===== src/rtl/bmpscan_pkg.sv =====
// Shared types and constants for the bitmap scan sequencer.
package bmpscan_pkg;

    localparam int NROWS = 64;
    localparam int NCOLS = 24;
    localparam int ROW_W = 6;
    localparam int COL_W = 5;

    localparam logic [ROW_W-1:0] ROW_ZERO = 6'd0;
    localparam logic [ROW_W-1:0] ROW_ONE  = 6'd1;
    localparam logic [ROW_W-1:0] ROW_LAST = ROW_W'(NROWS - 1);
    localparam logic [ROW_W-1:0] COL_LAST = ROW_W'(NCOLS - 1);

    localparam logic [1:0] SEL_NONE = 2'd0;
    localparam logic [1:0] SEL_TOP  = 2'd1;
    localparam logic [1:0] SEL_BOT  = 2'd2;
    localparam logic [1:0] SEL_COL  = 2'd3;

    typedef enum logic [3:0] {
        S_IDLE  = 4'd0,
        S_LOAD  = 4'd1,
        S_LWAIT = 4'd2,
        S_TREQ  = 4'd3,
        S_TWAIT = 4'd4,
        S_TALU  = 4'd5,
        S_BREQ  = 4'd6,
        S_BWAIT = 4'd7,
        S_BALU  = 4'd8,
        S_CREQ  = 4'd9,
        S_CWAIT = 4'd10,
        S_CALU  = 4'd11,
        S_FIN   = 4'd12
    } state_t;

    // States in which the sequencer waits for a bmpreg status strobe.
    function automatic logic is_wait(input state_t s);
        logic r;
        case (s)
            S_LWAIT, S_TWAIT, S_BWAIT, S_CWAIT: r = 1'b1;
            default:                           r = 1'b0;
        endcase
        return r;
    endfunction

    // States in which a slice is presented to the compare ALU.
    function automatic logic is_alu(input state_t s);
        logic r;
        case (s)
            S_TALU, S_BALU, S_CALU: r = 1'b1;
            default:                r = 1'b0;
        endcase
        return r;
    endfunction

    // Slice type associated with the phase a state belongs to.
    function automatic logic [1:0] phase_sel(input state_t s);
        logic [1:0] r;
        case (s)
            S_TREQ, S_TWAIT, S_TALU: r = SEL_TOP;
            S_BREQ, S_BWAIT, S_BALU: r = SEL_BOT;
            S_CREQ, S_CWAIT, S_CALU: r = SEL_COL;
            default:                 r = SEL_NONE;
        endcase
        return r;
    endfunction

endpackage


===== src/rtl/bmpscan_ctrl_slice_hs.sv =====
// Shared slice handshake: ready-wait timeout counter and ALU done/hit
// qualification. One instance serves all phases; the top muxes the ready.
module bmpscan_slice_hs #(
    parameter int READY_TO = 3
) (
    input  logic clk,
    input  logic rst,
    input  logic waiting,
    input  logic ready,
    input  logic slice_valid,
    input  logic alu_done,
    input  logic alu_hit,
    output logic ready_ok,
    output logic timeout,
    output logic slice_done,
    output logic slice_hit
);

    localparam int CNT_W = (READY_TO > 1) ? $clog2(READY_TO) : 1;
    localparam logic [CNT_W-1:0] CNT_LIMIT = CNT_W'(READY_TO - 1);
    localparam logic [CNT_W-1:0] CNT_ONE   = CNT_W'(1);
    localparam logic [CNT_W-1:0] CNT_ZERO  = CNT_W'(0);

    logic [CNT_W-1:0] wait_cnt_r;

    // Count cycles spent in a wait state without the expected strobe.
    always_ff @(posedge clk) begin
        if (rst) begin
            wait_cnt_r <= CNT_ZERO;
        end else if (waiting && !ready) begin
            if (wait_cnt_r != CNT_LIMIT) begin
                wait_cnt_r <= wait_cnt_r + CNT_ONE;
            end
        end else begin
            wait_cnt_r <= CNT_ZERO;
        end
    end

    // Strobe qualification; timeout fires on the last allowed wait cycle.
    always_comb begin
        ready_ok   = waiting & ready;
        timeout    = waiting & ~ready & (wait_cnt_r == CNT_LIMIT);
        slice_done = slice_valid & alu_done;
        slice_hit  = slice_valid & alu_done & alu_hit;
    end

endmodule


===== src/rtl/bmpscan_ctrl.sv =====
// Bitmap scan sequencer: loads bmpreg, runs top-down and bottom-up row scans
// and a column sweep, and gathers the ALU hits into a bounding description.
module bmpscan_ctrl
    import bmpscan_pkg::*;
#(
    parameter int READY_TO = 3
) (
    input  logic             clk,
    input  logic             rst,
    input  logic             start,
    output logic             wren,
    output logic             nextrowtop,
    output logic             nextrowbot,
    output logic             nextcol,
    output logic             lastrowtop,
    output logic             lastrowbot,
    input  logic             alustart,
    input  logic             rowtopready,
    input  logic             rowbotready,
    input  logic             colready,
    input  logic             finalcolumn,
    output logic             slice_valid,
    output logic [1:0]       slice_sel,
    input  logic             alu_done,
    input  logic             alu_hit,
    output logic             busy,
    output logic             done,
    output logic             err,
    output logic             top_found,
    output logic             bot_found,
    output logic [ROW_W-1:0] top_row,
    output logic [ROW_W-1:0] bot_row,
    output logic [NCOLS-1:0] col_mask
);

    state_t state_r;
    state_t state_nxt;

    logic [ROW_W-1:0] idx_r;

    logic hs_waiting_s;
    logic hs_ready_s;
    logic ready_ok_s;
    logic timeout_s;
    logic slice_done_s;
    logic slice_hit_s;

    logic       wren_nxt, nextrowtop_nxt, nextrowbot_nxt, nextcol_nxt;
    logic       slice_valid_nxt, busy_nxt, done_nxt;
    logic [1:0] slice_sel_nxt;

    logic             wren_r, nextrowtop_r, nextrowbot_r, nextcol_r;
    logic             slice_valid_r, busy_r, done_r, err_r;
    logic [1:0]       slice_sel_r;
    logic             lastrowtop_r, lastrowbot_r;
    logic             top_found_r, bot_found_r;
    logic [ROW_W-1:0] top_row_r, bot_row_r;
    logic [NCOLS-1:0] col_mask_r;

    // Route the status strobe of the current phase into the shared handshake.
    always_comb begin
        hs_waiting_s = is_wait(state_r);
        hs_ready_s   = 1'b0;
        case (state_r)
            S_LWAIT: hs_ready_s = alustart;
            S_TWAIT: hs_ready_s = rowtopready;
            S_BWAIT: hs_ready_s = rowbotready;
            S_CWAIT: begin
                // Column 0 is never requested; bmpreg signals it via finalcolumn.
                if (idx_r == ROW_ZERO) begin
                    hs_ready_s = finalcolumn;
                end else begin
                    hs_ready_s = colready;
                end
            end
            default: hs_ready_s = 1'b0;
        endcase
    end

    bmpscan_slice_hs #(
        .READY_TO (READY_TO)
    ) u_hs (
        .clk         (clk),
        .rst         (rst),
        .waiting     (hs_waiting_s),
        .ready       (hs_ready_s),
        .slice_valid (slice_valid_r),
        .alu_done    (alu_done),
        .alu_hit     (alu_hit),
        .ready_ok    (ready_ok_s),
        .timeout     (timeout_s),
        .slice_done  (slice_done_s),
        .slice_hit   (slice_hit_s)
    );

    // State register.
    always_ff @(posedge clk) begin
        if (rst) begin
            state_r <= S_IDLE;
        end else begin
            state_r <= state_nxt;
        end
    end

    // Next-state logic for the load / top / bottom / column sequence.
    always_comb begin
        state_nxt = state_r;
        case (state_r)
            S_IDLE: begin
                if (start) state_nxt = S_LOAD;
                else       state_nxt = S_IDLE;
            end
            S_LOAD: state_nxt = S_LWAIT;
            S_LWAIT: begin
                if (ready_ok_s)     state_nxt = S_TREQ;
                else if (timeout_s) state_nxt = S_FIN;
                else                state_nxt = S_LWAIT;
            end
            S_TREQ: state_nxt = S_TWAIT;
            S_TWAIT: begin
                if (ready_ok_s)     state_nxt = S_TALU;
                else if (timeout_s) state_nxt = S_FIN;
                else                state_nxt = S_TWAIT;
            end
            S_TALU: begin
                if (!slice_done_s)          state_nxt = S_TALU;
                else if (slice_hit_s)       state_nxt = S_BREQ;
                else if (idx_r == ROW_ZERO) state_nxt = S_FIN;   // empty bitmap
                else                        state_nxt = S_TREQ;
            end
            S_BREQ: state_nxt = S_BWAIT;
            S_BWAIT: begin
                if (ready_ok_s)     state_nxt = S_BALU;
                else if (timeout_s) state_nxt = S_FIN;
                else                state_nxt = S_BWAIT;
            end
            S_BALU: begin
                if (!slice_done_s)          state_nxt = S_BALU;
                else if (slice_hit_s)       state_nxt = S_CREQ;
                else if (idx_r == ROW_LAST) state_nxt = S_FIN;
                else                        state_nxt = S_BREQ;
            end
            S_CREQ: state_nxt = S_CWAIT;
            S_CWAIT: begin
                if (ready_ok_s)     state_nxt = S_CALU;
                else if (timeout_s) state_nxt = S_FIN;
                else                state_nxt = S_CWAIT;
            end
            S_CALU: begin
                if (!slice_done_s)          state_nxt = S_CALU;
                else if (idx_r == ROW_ZERO) state_nxt = S_FIN;
                else                        state_nxt = S_CREQ;
            end
            S_FIN:   state_nxt = S_IDLE;
            default: state_nxt = S_IDLE;
        endcase
    end

    // Output decode from the next state so every output is a flop.
    always_comb begin
        wren_nxt        = (state_nxt == S_LOAD);
        nextrowtop_nxt  = (state_nxt == S_TREQ);
        nextrowbot_nxt  = (state_nxt == S_BREQ);
        // Entering CREQ from column 1 means column 0 is next: no request.
        nextcol_nxt     = (state_nxt == S_CREQ) &&
                          !((state_r == S_CALU) && (idx_r == ROW_ONE));
        slice_valid_nxt = is_alu(state_nxt);
        slice_sel_nxt   = phase_sel(state_nxt);
        busy_nxt        = (state_nxt != S_IDLE) && (state_nxt != S_FIN);
        done_nxt        = (state_nxt == S_FIN);
    end

    // Output registers for strobes and status.
    always_ff @(posedge clk) begin
        if (rst) begin
            wren_r        <= 1'b0;
            nextrowtop_r  <= 1'b0;
            nextrowbot_r  <= 1'b0;
            nextcol_r     <= 1'b0;
            slice_valid_r <= 1'b0;
            slice_sel_r   <= SEL_NONE;
            busy_r        <= 1'b0;
            done_r        <= 1'b0;
        end else begin
            wren_r        <= wren_nxt;
            nextrowtop_r  <= nextrowtop_nxt;
            nextrowbot_r  <= nextrowbot_nxt;
            nextcol_r     <= nextcol_nxt;
            slice_valid_r <= slice_valid_nxt;
            slice_sel_r   <= slice_sel_nxt;
            busy_r        <= busy_nxt;
            done_r        <= done_nxt;
        end
    end

    // Slice index and result collection.
    always_ff @(posedge clk) begin
        if (rst) begin
            idx_r        <= ROW_ZERO;
            err_r        <= 1'b0;
            lastrowtop_r <= 1'b0;
            lastrowbot_r <= 1'b0;
            top_found_r  <= 1'b0;
            bot_found_r  <= 1'b0;
            top_row_r    <= ROW_ZERO;
            bot_row_r    <= ROW_ZERO;
            col_mask_r   <= {NCOLS{1'b0}};
        end else begin
            case (state_r)
                S_IDLE: begin
                    if (start) begin
                        err_r        <= 1'b0;
                        lastrowtop_r <= 1'b0;
                        lastrowbot_r <= 1'b0;
                        top_found_r  <= 1'b0;
                        bot_found_r  <= 1'b0;
                        top_row_r    <= ROW_ZERO;
                        bot_row_r    <= ROW_ZERO;
                        col_mask_r   <= {NCOLS{1'b0}};
                    end
                end
                S_LOAD: idx_r <= ROW_LAST;
                S_LWAIT, S_TWAIT, S_BWAIT, S_CWAIT: begin
                    if (timeout_s) begin
                        err_r <= 1'b1;
                    end
                end
                S_TALU: begin
                    if (slice_done_s) begin
                        if (slice_hit_s) begin
                            top_row_r    <= idx_r;
                            top_found_r  <= 1'b1;
                            lastrowtop_r <= 1'b1;
                            idx_r        <= ROW_ZERO;
                        end else if (idx_r == ROW_ZERO) begin
                            lastrowtop_r <= 1'b1;
                        end else begin
                            idx_r <= idx_r - ROW_ONE;
                        end
                    end
                end
                S_BALU: begin
                    if (slice_done_s) begin
                        if (slice_hit_s) begin
                            bot_row_r    <= idx_r;
                            bot_found_r  <= 1'b1;
                            lastrowbot_r <= 1'b1;
                            idx_r        <= COL_LAST;
                        end else if (idx_r == ROW_LAST) begin
                            // Top scan saw a hit, so reaching here is inconsistent.
                            err_r <= 1'b1;
                        end else begin
                            idx_r <= idx_r + ROW_ONE;
                        end
                    end
                end
                S_CALU: begin
                    if (slice_done_s) begin
                        if (slice_hit_s) begin
                            col_mask_r[idx_r[COL_W-1:0]] <= 1'b1;
                        end
                        if (idx_r != ROW_ZERO) begin
                            idx_r <= idx_r - ROW_ONE;
                        end
                    end
                end
                default: begin
                end
            endcase
        end
    end

    assign wren        = wren_r;
    assign nextrowtop  = nextrowtop_r;
    assign nextrowbot  = nextrowbot_r;
    assign nextcol     = nextcol_r;
    assign lastrowtop  = lastrowtop_r;
    assign lastrowbot  = lastrowbot_r;
    assign slice_valid = slice_valid_r;
    assign slice_sel   = slice_sel_r;
    assign busy        = busy_r;
    assign done        = done_r;
    assign err         = err_r;
    assign top_found   = top_found_r;
    assign bot_found   = bot_found_r;
    assign top_row     = top_row_r;
    assign bot_row     = bot_row_r;
    assign col_mask    = col_mask_r;

endmodule


===== config.mk =====
export PLATFORM = sky130hd
export DESIGN_NAME = bmpscan_ctrl
export DESIGN_NICKNAME = d
export VERILOG_FILES = /design/src/rtl/bmpscan_pkg.sv /design/src/rtl/bmpscan_ctrl_slice_hs.sv /design/src/rtl/bmpscan_ctrl.sv
export SDC_FILE = /design/constraint.sdc
export NUM_CORES = 1
export LEC_CHECK = 0
export CORE_ASPECT_RATIO = 0.7
export CORE_UTILIZATION = 35
export DETAILED_ROUTE_END_ITERATION = 8
export PLACE_DENSITY = 0.64
export SLEW_MARGIN = 40
export SYNTH_ARGS = -nofsm -noshare
export SYNTH_HDL_FRONTEND = slang
export SYNTH_SLANG_ARGS = --single-unit

===== constraint.sdc =====
create_clock -name clk -period 3.8 [get_ports clk]
set_input_delay 0.95 -clock clk [delete_from_list [all_inputs] [get_ports clk]]
set_output_delay 0.95 -clock clk [all_outputs]
set_load 0.02 [all_outputs]

==> results.sh <==
export IMPL_outcome="complete, no violations"
export IMPL_finalSetupViolations=0
export IMPL_clock_root_buffer="clkbuf_16"
export IMPL_io_pins=60
export IMPL_synth_area_top_cells="dfxtp_1 (39%), nor2_1 (8.5%), a21oi_1 (8.3%)"
export IMPL_wire_length_after_detailed_routing_mm=9.311
export IMPL_fmax_ghz=0.3213
export IMPL_crit_buf_inv=2
export IMPL_synthesized_netlist_net_count=409
export IMPL_synth_seq_area_share_pct=38.79
export IMPL_grt_pass1_wl_mm=14.81
export IMPL_hold_path_startpoint="top_row[5]"
export IMPL_critical_path_peak_fanout=11
export IMPL_post_drt_via_cell_ratio=5.598
export IMPL_grt_remaining_overflow=0
export IMPL_mappedNetlistArea_um2=3148
export IMPL_synth_warning_count=0
export IMPL_setup_tns_ps=0
export IMPL_final_min_clock_period_ps=3112
export IMPL_period_share_pct=81.90
export IMPL_portBuffers=59
export IMPL_power_ir_vdd_worst_mv=0.2079
export IMPL_worst_hold_path_num_cells=2
export IMPL_timing_rr_end="slice_sel[0]"
export IMPL_crit_path_start_kind="primary input"
export IMPL_cts_resized=0
export IMPL_postSynthCellCount=394
export IMPL_worst_clock_skew_ps=6.110
export IMPL_antenna_found_initial=0
export IMPL_worst_setup_path_type="primary input to flip-flop"
export IMPL_clock_tree_htree_level_count=3
export IMPL_preCtsSetupSlack_ps=391.7
export IMPL_post_synth_most_frequent_cells="nor2_1 (71), dfxtp_1 (61), a21oi_1 (52), nand2_1 (25), clkbuf_1 (22)"
export IMPL_yosysUniqueCellTypes=70
export IMPL_layout_nets=450
export IMPL_crit_path_top_delay_cell="clkdlybuf4s50_1"
export IMPL_crit_arrival_ps=3330
export IMPL_first_pass_iters=5
export IMPL_timing_final_max_slew_violations=0
export IMPL_signed_area_change_from_the_synthesized_netlist_to_the_final_layout_pct=29.85
export IMPL_placedCellCount=544
export IMPL_grt_max_degree=32
export IMPL_timing_hold_worst_class="flip-flop to flip-flop"
export IMPL_r2r_setup_slack_ps=910
export IMPL_die_y_um=81.35
export IMPL_synth_enable_flop_cells=0
export IMPL_yosysMostFrequentCell="nor2_1"
export IMPL_number_of_cells_on_the_worst_reg_to_reg_path=9
export IMPL_path_clk_slew_ps=60
export IMPL_cp_required_ps=4010
export IMPL_whs_endpoint="top_row[5]"
export IMPL_detail_route_wl_per_cell_um=16.63
export IMPL_synth_seq_cells=61
export IMPL_place_detailed_hpwl_mm=6.592
export IMPL_ctsLongestPathBuffers=2
export IMPL_die_area_um2=9384
export IMPL_num_rows=28
export IMPL_fin_util_pct=47.62
export IMPL_tritoncts="built"
export IMPL_clk_insertion_delay_late_ps=330
export IMPL_postSynth_asyncResetShare_pct=0
export IMPL_floorplan_initialDensity_pct=36.68
export IMPL_post_layout_nonfiller_instances=560
export IMPL_design_power_total_uw=2948
export IMPL_hold_buffers=0
export IMPL_report_final_hold_viol_count=0
export IMPL_fillers=812
export IMPL_vias=3135
export IMPL_leakage_uw=0.001440
export IMPL_p_per_cell_area_nw_per_um2=721.2
export IMPL_timing_max_cap_violations=0
export IMPL_final_setup_worst_slack_ps=687.8
export IMPL_synth_ff_type="dfxtp_1"
export IMPL_path_depth=9
export IMPL_rsz0062_at_grt="false"
export IMPL_floorplan_core_area_um2=8583
export IMPL_tritoncts_num_buffers=9
export IMPL_path_cells="clkdlybuf4s50_1 -> nand3_1 -> a32o_1 -> and2_1 -> a222oi_1 -> buf_4 -> o31ai_1 -> a22oi_1 -> nor2_1"
export IMPL_worst_r2r_start="idx_r[0]"
export IMPL_worst_pin_slew_ps=685.6
export IMPL_drt_iter0_drc=246
export IMPL_postSynthAreaPerCell_um2=7.990
export IMPL_synth_top_cell_area_share_pct=38.79
export IMPL_cp_top_family="buffers and inverters"
export IMPL_slew_headroom_pct=54.23
export IMPL_die_width_um=115.4
export IMPL_layout_drive_gt1_share_pct=8.182
export IMPL_grtUsageTotal_pct=20.97
export IMPL_post_cts_setup_buffers=0
export IMPL_drc=0
export IMPL_antenna_diode_count=0
export IMPL_gp_congestion=0.9390
export IMPL_slowest_delay_ps=700
export IMPL_numClockSinks=61
export IMPL_antenna_left=0
export IMPL_synth_area_leader_cell="dfxtp_1"
export IMPL_endpoint_kind="flip-flop"
export IMPL_grt_pass1_vias=2816
cells in the final DEF, fill, tap and decap left out, drive strengths merged, types with 8 or more instances in the layout:
| cell | n |
|---|---|
| a21oi | 53 |
| a22oi | 10 |
| nor3 | 9 |
| o21ai | 12 |
| and2 | 8 |
| dfxtp | 61 |
| nand2 | 26 |
| clkbuf | 10 |
| nor2 | 71 |
| clkdlybuf4s50 | 59 |
| nand3 | 13 |
how the worst max path moves through the flow:
stage,start,end
after floorplan,rowbotready,slice_valid
after CTS,alu_hit,idx_r[5]
after global placement,alu_hit,idx_r[5]
after detailed placement,alu_hit,idx_r[5]
final,alu_hit,idx_r[5]
after global routing,alu_hit,idx_r[5]
stage by stage:
step | cell area [um^2] | hold slack, ps
2_1_floorplan | 3148 | 462.6
3_3_place_gp | 3762 | 451.4
3_5_place_dp | 3762 | 449.9
4_1_cts | 4086 | 464.2
5_1_grt | 4088 | 479.7
6_report | 4088 | 460.4
tightest hold or removal path: stages, from the launching register on:
cell and delay (ps):
dfxtp_1 310, nand2_1 50, a21oi_1 50
layer usage:
| metal | vias to the layer above | GRT usage [%] | share of wire (%) |
|---|---|---|---|
| li1 | 1495 | - | - |
| met1 | 1457 | 30.79 | 48 |
| met2 | 174 | 27.78 | 41 |
| met3 | 9 | 8.358 | 10 |
| met4 | 0 | 4.935 | 1.1 |
| met5 | - | 0 | 0 |
state kept, by name, indices dropped and copies added, names as in the netlist, 2 cells and up:
name             flops
bot_row              6
col_mask            24
idx_r                6
slice_sel            2
state_r              4
top_row              6
u_hs.wait_cnt_r      2
cells by family after synthesis:
logic type,count (synthesis),share of synthesized area (%)
AND/OR/NAND/NOR,173,28.94
XOR/XNOR,1,0.2783
multiplexers,1,0.3180
flip-flops,61,38.79
adder cells (fa/ha/maj),5,1.987
AO/OA/AOI/OAI,114,23.89
buffers and inverters,39,5.803
area by class of cell:
class	count	area (um^2)	area share [%]
well taps	120	150.1	3.673
multi-input cells	294	1744	42.67
repair buffers	64	628.1	15.37
clock buffers	10	229.0	5.601
flip-flops and latches	61	1222	29.91
inverters	5	18.77	0.4591
clock inverters	6	95.09	2.326
power by group:
group	internal [uW]	switching, uW	leakage (uW)
combinational	449	710	0.000788
sequential	724	173	0.000494
clock	580	312	0.000157
total	1750	1200	0.00144
Power figures use the tool's default switching activity.
